### config.mk
export PLATFORM = sky130hd
export DESIGN_NAME = fetch_unit_flat
export DESIGN_NICKNAME = d
export VERILOG_FILES = /design/src/rtl/fetch_unit_if.sv /design/src/rtl/fetch_unit.sv /design/src/flat_wrapper.sv
export SDC_FILE = /design/constraint.sdc
export NUM_CORES = 1
export LEC_CHECK = 0
export ABC_AREA = 1
export BUFFER_PORTS_ARGS = -buffer_cell sky130_fd_sc_hd__buf_2
export CAP_MARGIN = 20
export CORE_MARGIN = 1
export CORE_UTILIZATION = 55
export DETAILED_ROUTE_END_ITERATION = 10
export PLACE_DENSITY_LB_ADDON = 0.3
export SLEW_MARGIN = 25
export SYNTH_ARGS = -nofsm -noshare
export SYNTH_HDL_FRONTEND = slang
export SYNTH_SLANG_ARGS = --single-unit
### constraint.sdc
create_clock -name clk -period 9.4 [get_ports clk]
set_clock_uncertainty 0.05 [all_clocks]
set_input_delay 1.88 -clock clk [delete_from_list [all_inputs] [get_ports clk]]
set_output_delay 1.88 -clock clk [all_outputs]
set_load 0.01 [all_outputs]
### src/rtl/fetch_unit_if.sv
// Instruction-memory request/response channel between the fetch unit and memory.
// One outstanding request; responses return in order at least one cycle after grant.
interface fetch_unit_if #(
    parameter int XLEN = 32
);
    logic            imem_req;
    logic [XLEN-1:0] imem_addr;
    logic            imem_gnt;
    logic            imem_rvalid;
    logic [31:0]     imem_rdata;

    modport master (
        output imem_req, imem_addr,
        input  imem_gnt, imem_rvalid, imem_rdata
    );

    modport slave (
        input  imem_req, imem_addr,
        output imem_gnt, imem_rvalid, imem_rdata
    );
endinterface

### src/rtl/fetch_unit.sv
// Fetch stage with a single-outstanding imem request, a one-entry stall buffer
// and the Fetch/Decode pipeline register.
module fetch_unit #(
    parameter int              XLEN      = 32,
    parameter logic [XLEN-1:0] RESET_PC  = '0,
    parameter logic [31:0]     NOP_INSTR = 32'h0000_0013
) (
    input  logic                 clk,
    input  logic                 rst,
    input  logic                 PCSrcE_i,
    input  logic [XLEN-1:0]      PCTargetE_i,
    input  logic                 StallD_i,
    input  logic                 FlushD_i,
    fetch_unit_if.master         imem,
    output logic [31:0]          InstrD_o,
    output logic [XLEN-1:0]      PCD_o,
    output logic [XLEN-1:0]      PCPlus4D_o,
    output logic                 ValidD_o
);

    typedef enum logic [1:0] {S_REQ, S_WAIT, S_HOLD, S_DISCARD} state_t;

    state_t          state_q, state_d;
    logic [XLEN-1:0] pcf_q, pcf_d;
    logic [31:0]     buf_q, buf_d;
    logic            deliver;
    logic [31:0]     dword;
    logic [XLEN-1:0] pcf_plus4;

    assign pcf_plus4      = pcf_q + XLEN'(4);
    assign imem.imem_addr = pcf_q;

    always_comb begin
        state_d       = state_q;
        pcf_d         = pcf_q;
        buf_d         = buf_q;
        deliver       = 1'b0;
        dword         = imem.imem_rdata;
        imem.imem_req = 1'b0;

        unique case (state_q)
            S_REQ: begin
                imem.imem_req = 1'b1;
                if (imem.imem_gnt) state_d = S_WAIT;
            end
            S_WAIT: begin
                if (imem.imem_rvalid) begin
                    if (StallD_i) begin
                        buf_d   = imem.imem_rdata;
                        state_d = S_HOLD;
                    end else begin
                        deliver = 1'b1;
                        state_d = S_REQ;
                    end
                end
            end
            S_HOLD: begin
                if (!StallD_i) begin
                    deliver = 1'b1;
                    dword   = buf_q;
                    state_d = S_REQ;
                end
            end
            S_DISCARD: begin
                if (imem.imem_rvalid) state_d = S_REQ;
            end
            default: state_d = S_REQ;
        endcase

        if (deliver) pcf_d = pcf_plus4;

        // A redirect drops whatever is in flight; only an unanswered request needs draining.
        if (PCSrcE_i) begin
            deliver = 1'b0;
            pcf_d   = PCTargetE_i & ~XLEN'(3);
            unique case (state_q)
                S_REQ:     state_d = imem.imem_gnt    ? S_DISCARD : S_REQ;
                S_WAIT:    state_d = imem.imem_rvalid ? S_REQ     : S_DISCARD;
                S_HOLD:    state_d = S_REQ;
                S_DISCARD: state_d = imem.imem_rvalid ? S_REQ     : S_DISCARD;
                default:   state_d = S_REQ;
            endcase
        end
    end

    always_ff @(posedge clk or posedge rst) begin
        if (rst) begin
            state_q <= S_REQ;
            pcf_q   <= RESET_PC;
            buf_q   <= '0;
        end else begin
            state_q <= state_d;
            pcf_q   <= pcf_d;
            buf_q   <= buf_d;
        end
    end

    // Flush beats stall beats delivery; an idle unstalled cycle inserts a bubble.
    always_ff @(posedge clk or posedge rst) begin
        if (rst) begin
            InstrD_o   <= NOP_INSTR;
            PCD_o      <= '0;
            PCPlus4D_o <= '0;
            ValidD_o   <= 1'b0;
        end else if (FlushD_i) begin
            InstrD_o <= NOP_INSTR;
            ValidD_o <= 1'b0;
        end else if (!StallD_i) begin
            if (deliver) begin
                InstrD_o   <= dword;
                PCD_o      <= pcf_q;
                PCPlus4D_o <= pcf_plus4;
                ValidD_o   <= 1'b1;
            end else begin
                InstrD_o <= NOP_INSTR;
                ValidD_o <= 1'b0;
            end
        end
    end

endmodule

### src/flat_wrapper.sv
// flat-port wrapper written by rule: the top's interface ports become plain ports
module fetch_unit_flat 
#(
    parameter int              XLEN      = 32,
    parameter logic [XLEN-1:0] RESET_PC  = '0,
    parameter logic [31:0]     NOP_INSTR = 32'h0000_0013
)
  (clk, rst, PCSrcE_i, PCTargetE_i, StallD_i, FlushD_i, InstrD_o, PCD_o, PCPlus4D_o, ValidD_o, imem_imem_req, imem_imem_addr, imem_imem_gnt, imem_imem_rvalid, imem_imem_rdata);
  fetch_unit_if #(.XLEN(XLEN)) imem_i ();
  input  logic clk;
  input  logic rst;
  input  logic PCSrcE_i;
  input  logic [XLEN-1:0] PCTargetE_i;
  input  logic StallD_i;
  input  logic FlushD_i;
  output logic [31:0] InstrD_o;
  output logic [XLEN-1:0] PCD_o;
  output logic [XLEN-1:0] PCPlus4D_o;
  output logic ValidD_o;
  output wire logic [$bits(imem_i.imem_req)-1:0] imem_imem_req;
  output wire logic [$bits(imem_i.imem_addr)-1:0] imem_imem_addr;
  input wire logic [$bits(imem_i.imem_gnt)-1:0] imem_imem_gnt;
  input wire logic [$bits(imem_i.imem_rvalid)-1:0] imem_imem_rvalid;
  input wire logic [$bits(imem_i.imem_rdata)-1:0] imem_imem_rdata;
  assign imem_imem_req = imem_i.imem_req;
  assign imem_imem_addr = imem_i.imem_addr;
  assign imem_i.imem_gnt = imem_imem_gnt;
  assign imem_i.imem_rvalid = imem_imem_rvalid;
  assign imem_i.imem_rdata = imem_imem_rdata;
  fetch_unit #(.XLEN(XLEN), .RESET_PC(RESET_PC), .NOP_INSTR(NOP_INSTR)) u_core (.clk(clk), .rst(rst), .PCSrcE_i(PCSrcE_i), .PCTargetE_i(PCTargetE_i), .StallD_i(StallD_i), .FlushD_i(FlushD_i), .imem(imem_i), .InstrD_o(InstrD_o), .PCD_o(PCD_o), .PCPlus4D_o(PCPlus4D_o), .ValidD_o(ValidD_o));
endmodule
==> impl_results.rst, run 1 <==
.. list-table::
   :header-rows: 1

   * - Metric
     - Value
   * - Outcome
     - finished, final reports clean
   * - Pwr dens
     - 268 mW/mm^2
   * - CP delay by family, top
     - buffers and inverters
   * - Most common cell after layout, fill and taps aside
     - nand2_1
   * - Register area share after synthesis
     - 0.523
   * - Die height
     - 119 um
   * - FF+latch area
     - ~0.0039 mm^2
   * - Transition time at the pin with the least slew margin
     - between 0.9 and 1 ns
   * - Hold Crit Class
     - flop to flop
   * - Inst Count DP
     - 1303
   * - Number of maximum-capacitance constraint violations
     - 0
   * - Fraction of power consumed by combinational cells
     - 0.270
   * - Cell repeated most along the worst path
     - buf_4
   * - Final HPWL from detailed placement
     - between 10 and 15 mm
   * - Area grow syn2layout
     - 22.3%
   * - Total via count in the routed design
     - 6896
   * - Number of slew-limit violations in the final report
     - 0
   * - Number of setup violations in the final report
     - 0
   * - Most common flop cell mapped by yosys
     - dfrtp_1
   * - Pin count of the biggest net entering global routing
     - 91
   * - 1st-pass router iterations
     - 5
   * - Total power
     - 2.47 mW
   * - Mean area per synthesized cell
     - 7.71 um^2
   * - CTS Root Buffer Type
     - clkbuf_16
   * - Fin cells
     - 1335
   * - VDD IR-drop max
     - ~0.14 mV
   * - Yosys top cell by area
     - dfrtp_1
   * - Number of vias per cell
     - just over 5
   * - Layout cells sized above 1
     - 0.213
   * - Async set or reset register ratio after synthesis
     - 1.00
   * - Total congestion overflow
     - 0
   * - Delay of the slowest cell on the worst path
     - 0.64 ns
   * - Via count of the first global-routing pass
     - 6506
   * - Final cell area excluding filler cells
     - 0.00919 mm^2
   * - Filler cells
     - 1120
   * - Post-route clock period utilization
     - 0.488
   * - Most frequent cells in the layout
     - 422 x nand2_1, 192 x buf_2, 154 x dfrtp_1
   * - CTS Buf Count
     - 17
   * - Post-route ant nets
     - 0
   * - Relative slew slack
     - 0.344
   * - RSZ-0062 raised after global routing
     - false
   * - H-tree Lvls
     - 4
   * - First-pass GRT wire length
     - 31.8 mm
   * - Number of different library cells in the post-synthesis netlist
     - 26
   * - Clock transition at path regs
     - ~0.060 ns
   * - Cells after Synth
     - 975
   * - Largest cells by area after synthesis
     - dfrtp_1 51%, nand2_1 21%, o21ai_0 7.5%
   * - Initial core utilization
     - 0.565
   * - Multi-input combinational cell area
     - 0.00299 mm^2
   * - Initial antenna violation count
     - 0
   * - Max Clk Rate
     - 0.218 GHz
   * - Detailed Route Iter0 Violations
     - between 400 and 500
   * - Setup tns final
     - 0 ns
   * - Slowest CP cell
     - buf_4
   * - Number of hold buffers added after CTS
     - 0
   * - Site row count
     - 42
   * - Core area
     - 0.0133 mm^2
   * - Die outline area
     - 0.0141 mm^2
   * - Switching share of total power
     - 0.334
   * - Critical path class
     - primary input to flop
   * - Setup Fix Bufs, Post-CTS
     - 0
   * - Sequential power share
     - 0.411
   * - Worst path arrival time
     - between 4 and 5 ns
   * - Number of sinks handled by clock tree synthesis
     - 157
   * - Average wire per standard cell
     - 14.1 um
   * - Switching power summed over all nets
     - around 820 uW
   * - Number of nets in the layout
     - 1224
   * - Total Routed Length
     - between 15 and 20 mm
   * - Post-layout minimum cycle time
     - 4.58 ns
   * - EDFF count, synth
     - 0
   * - Die boundary width
     - 119 um
   * - Post-synthesis instance area
     - 0.00751 mm^2
   * - # port buffers
     - about 190
   * - # resized after CTS
     - 0
   * - Buffers plus inverters on the worst setup path
     - 6
   * - Fraction of synthesized cell area taken by the top area cell type
     - 0.513
   * - Yosys warnings
     - 0
   * - Series of cell instances along the critical path
     - buf_2 > inv_2 > nand3_1 > nor2_2 > buf_4 > nand2_2 > buf_4 > inv_2 > buf_4 > nand2_1 > nand2_1
   * - IO Pins
     - 201
   * - Required arrival time at the worst endpoint
     - 9.65 ns
   * - Clock Tree Buf Depth
     - 2
   * - Leakage dissipation
     - about 5.2 nW
   * - Tightest hold margin
     - 0.424 ns
   * - Part of the total power dissipated in the clock network
     - 0.318
   * - Critical path peak fanout
     - 88
   * - Source-to-sink clock delay at the later pin of the worst-skew pair
     - ~0.42 ns
   * - Startpoint type of the worst setup path
     - primary input
   * - Seq cells post-synth
     - about 160
   * - Diodes inserted
     - 0
   * - Global placement routability congestion
     - 0.891
   * - Internal power
     - around 1.6 mW
   * - Total placed instance area
     - between 0.008 and 0.009 mm^2
   * - Final hold violation count
     - 0
   * - CP Capture Type
     - flop
   * - GRT Overall Usage
     - 0.286
   * - TritonCTS clock tree
     - yes
   * - Post-detailed-route DRC marker count
     - 0
## cells by family after synthesis
kind of cell,synth area share
AO/OA/AOI/OAI,0.0854
adder cells (fa/ha/maj),0.0117
AND/OR/NAND/NOR,0.279
buffers and inverters,0.0827
flip-flops,0.523
XOR/XNOR,0.0175
other,0.000499
## per-stage QoR
step | utilization | setup WS, ns
final | 0.691 | 4.82
after global routing | 0.691 | 4.57
after CTS | 0.690 | 4.87
after detailed placement | 0.639 | 4.42
after global placement | 0.639 | 4.42
after floorplan | - | 3.24
## cells in the mapped netlist, types with 4 or more instances
library cell  count
buf_4             6
ha_1              7
nor2_1           37
nand2_1         422
nand3_1          54
clkbuf_1         28
buf_6             6
nor2_2            4
o211ai_1          4
inv_1            93
dfrtp_1         154
o21ai_0         112
buf_2             8
xor2_1           14
and2_1            4
## worst paths after layout
check                                                   from                                end  slack, ns  depth (start not counted)
setup reg to reg               u_core.state_q[1]$_DFFE_PP0P_    u_core.InstrD_o[29]$_DFFE_PP0P_       6.00                         13
setup / recovery                                    StallD_i    u_core.InstrD_o[26]$_DFFE_PP0P_       4.82                         11
hold / removal             u_core.PCPlus4D_o[30]$_DFFE_PP0P_  u_core.PCPlus4D_o[30]$_DFFE_PP0P_       0.42                          2
min in group asynchronous                                rst        u_core.PCD_o[4]$_DFFE_PP0P_       1.57                          2
hold reg to reg            u_core.PCPlus4D_o[30]$_DFFE_PP0P_  u_core.PCPlus4D_o[30]$_DFFE_PP0P_       0.42                          2
max in group asynchronous                                rst    u_core.InstrD_o[23]$_DFFE_PP0P_       6.33                          3
## layer usage
layer  part of all wire  up-vias  wire length (um)  GRT usage
met5                  0        -                 0          0
met4              0.019        0               366     0.0997
met3              0.064       33              1210     0.0623
met2               0.48      255              8980      0.457
met1               0.44     3269              8310      0.387
li1                   -     3339                 -          -
## worst reg2reg max path, stage by stage, from the launching register on
cell,delay [ns]
dfrtp_1,0.43
inv_1,0.12
ha_1,0.27
nand2_1,0.09
nand2_1,0.07
nand3_1,0.09
nor2_2,0.09
buf_4,0.36
nand2_2,0.06
buf_4,0.38
inv_2,0.68
buf_4,0.44
nand2_1,0.12
nand2_1,0.08
## state kept, by name (all words and copies together), names as in the netlist
| register | cells |
|---|---|
| u_core.ValidD_o | 1 |
| u_core.PCD_o | 30 |
| u_core.PCPlus4D_o | 30 |
| u_core.state_q | 2 |
| u_core.imem.imem_addr | 30 |
| u_core.InstrD_o | 32 |
| u_core.buf_q | 32 |
## area by class of cell
cell class / instances / area share
clock buffers: 20 / 0.0508
clock inverters: 12 / 0.0233
inverters: 95 / 0.0394
multi-input cells: 678 / 0.326
flip-flops and latches: 157 / 0.428
well taps: 176 / 0.0240
repair buffers: 197 / 0.109
## power by group through the flow
stage                     combinational [mW]  sequential, mW  clock (mW)
after floorplan                        0.368            1.06           0
after global placement                 0.648            1.01           0
after detailed placement               0.667            1.02           0
after CTS                              0.671            1.01       0.795
after global routing                   0.762            1.04       0.827
final                                  0.667            1.01       0.785
Power figures use the tool's default switching activity.
==> inputs of run 2 (changes only) <==
CORE_UTILIZATION = 48   (was 55)
clock period = 3.7 ns   (was 9.4 ns; I/O delays follow)
==> run 2 against run 1 <==
- total power is 150% higher
- via count is 2.6% lower
- register-to-register slack worse by 4.8 ns
- critical endpoint is now u_core.PCPlus4D_o[27]$_DFFE_PP0P_
- first-iteration DRC count is 21% lower
==> impl_results.rst, run 2 (synthesis results as in run 1) <==
.. list-table::
   :header-rows: 1

   * - Metric
     - Value
   * - Outcome
     - finished, final reports clean
   * - Number of vias per cell
     - 4.89
   * - Global placement routability congestion
     - 0.865
   * - Via count of the first global-routing pass
     - 6287
   * - Number of slew-limit violations in the final report
     - 0
   * - CTS Root Buffer Type
     - clkbuf_16
   * - Setup tns final
     - 0 ns
   * - Site row count
     - 45
   * - Die boundary width
     - 127 um
   * - Detailed Route Iter0 Violations
     - 369
   * - Initial antenna violation count
     - 1
   * - Relative slew slack
     - 0.356
   * - Clock Tree Buf Depth
     - 2
   * - # port buffers
     - around 190
   * - Delay of the slowest cell on the worst path
     - 0.50 ns
   * - VDD IR-drop max
     - 0.371 mV
   * - Most common cell after layout, fill and taps aside
     - nand2_1
   * - Total via count in the routed design
     - 6719
   * - Leakage dissipation
     - 5.14 nW
   * - Initial core utilization
     - 0.492
   * - Post-detailed-route DRC marker count
     - 0
   * - CTS Buf Count
     - 17
   * - Clock transition at path regs
     - 0.06 ns
   * - Total Routed Length
     - 19.4 mm
   * - Slowest CP cell
     - buf_4
   * - Multi-input combinational cell area
     - about 0.003 mm^2
   * - RSZ-0062 raised after global routing
     - false
   * - Die outline area
     - 0.0162 mm^2
   * - Filler cells
     - approximately 1400
   * - Post-route ant nets
     - 0
   * - Top Registers
     - u_core.InstrD_o (32), u_core.buf_q (32)
   * - Final HPWL from detailed placement
     - 13.0 mm
   * - Setup Fix Bufs, Post-CTS
     - 0
   * - First-pass GRT wire length
     - between 30 and 40 mm
   * - IO Pins
     - approximately 200
   * - Critical path class
     - flop to flop
   * - Pwr dens
     - 664 mW/mm^2
   * - Layout cells sized above 1
     - 0.214
   * - Critical path peak fanout
     - 40
   * - Number of hold buffers added after CTS
     - 0
   * - Most frequent cells in the layout
     - 422 x nand2_1, 192 x buf_2, 154 x dfrtp_1
   * - Average wire per standard cell
     - 14.1 um
   * - # resized after CTS
     - 0
   * - Pre-CTS setup slack
     - between 0.8 and 0.9 ns
   * - TritonCTS clock tree
     - yes
   * - Pin count of the biggest net entering global routing
     - 88
   * - Startpoint type of the worst setup path
     - flop
   * - Total congestion overflow
     - 0
   * - GRT Overall Usage
     - 0.254
   * - Max Clk Rate
     - roughly 0.40 GHz
   * - Post-layout minimum cycle time
     - 2.52 ns
   * - Worst path arrival time
     - roughly 2.8 ns
   * - FF+latch area
     - between 0.003 and 0.004 mm^2
   * - Series of cell instances along the critical path
     - inv_1 > ha_1 > nand2_1 > nand2_1 > nand3_1 > nor2_2 > nand2_2 > inv_2 > buf_4 > nand3_1 > nand2_1
   * - Total power
     - 6.13 mW
   * - Core area
     - 0.0153 mm^2
   * - 1st-pass router iterations
     - 5
   * - Number of sinks handled by clock tree synthesis
     - 157
   * - Number of maximum-capacitance constraint violations
     - 0
   * - Transition time at the pin with the least slew margin
     - 0.964 ns
   * - CP Capture Type
     - flop
   * - Number of setup violations in the final report
     - 0
   * - Final hold violation count
     - 0
   * - Area grow syn2layout
     - 22.9%
   * - Number of nets in the layout
     - 1228
   * - Crit path setup slack, layout
     - 1.18 ns
   * - Required arrival time at the worst endpoint
     - 4.02 ns
   * - Cell repeated most along the worst path
     - nand2_1
   * - Post-route clock period utilization
     - 0.681
   * - Die height
     - 127 um
   * - Source-to-sink clock delay at the later pin of the worst-skew pair
     - approximately 0.43 ns
   * - H-tree Lvls
     - 4
   * - Hold Crit Class
     - primary input to async pin
[run 2: cell count changes in the layout (fill, tap and decap cells not counted), sizes merged]
cell and delta:
bufinv -2, clkinvlp +4, buf +4, clkinv -1
clkbuf -1, diode +1
[run 2: metal layers]
metal / track usage / share of wire / routed length [um] / vias up
met2: 0.397 / 0.46 / 8840 / 207
met5: 0 / 0 / 0 / -
met4: 0.0833 / 0.018 / 346 / 0
met1: 0.342 / 0.46 / 8930 / 3126
met3: 0.0708 / 0.067 / 1300 / 32
li1: - / - / - / 3354
[run 2: where the power goes]
group	switching (mW)	internal (mW)	leakage [nW]
clock network	0.722	1.13	0.294
registers	0.349	2.22	2.02
logic	1.06	0.647	2.83
[run 2: final cells by class]
class,count,area share
repair buffers,201,0.114
clock inverters,13,0.0207
flip-flops and latches,157,0.426
diodes,1,0.000271
well taps,211,0.0286
inverters,95,0.0390
clock buffers,19,0.0469
multi-input cells,678,0.325
[run 2: per-stage QoR]
stage | cell area [um^2] | instances | hold slack (ns) | util
3_3_place_gp | 8600 | 1342 | 0.409 | 0.563
3_5_place_dp | 8600 | 1342 | 0.410 | 0.563
5_1_grt | 9230 | 1374 | 0.452 | 0.605
4_1_cts | 9220 | 1374 | 0.410 | 0.604
6_report | 9230 | 1375 | 0.396 | 0.605
2_1_floorplan | 7540 | 980 | 0.403 | -
[run 2: path summary, 6_finish.rpt]
check	start	endpoint	slack [ns]	cells after the start
worst max register to register	u_core.state_q[1]$_DFFE_PP0P_	u_core.PCPlus4D_o[27]$_DFFE_PP0P_	1.18	11
worst min register to register	u_core.PCPlus4D_o[18]$_DFFE_PP0P_	u_core.PCPlus4D_o[18]$_DFFE_PP0P_	0.43	2
worst min-delay path	rst	u_core.InstrD_o[6]$_DFFE_PP0P_	0.40	2
max in group asynchronous	rst	u_core.InstrD_o[0]$_DFFE_PP1P_	2.34	3
worst max-delay path	u_core.state_q[1]$_DFFE_PP0P_	u_core.PCPlus4D_o[27]$_DFFE_PP0P_	1.18	11
min in group clk	u_core.PCPlus4D_o[18]$_DFFE_PP0P_	u_core.PCPlus4D_o[18]$_DFFE_PP0P_	0.43	2
[run 2: worst max-delay path: cells and delay by family (launching register included)]
family	cells	cell delay, ns
flip-flops	1	0.45
AND/OR/NAND/NOR	7	0.70
buffers and inverters	3	0.99
adder cells (fa/ha/maj)	1	0.25
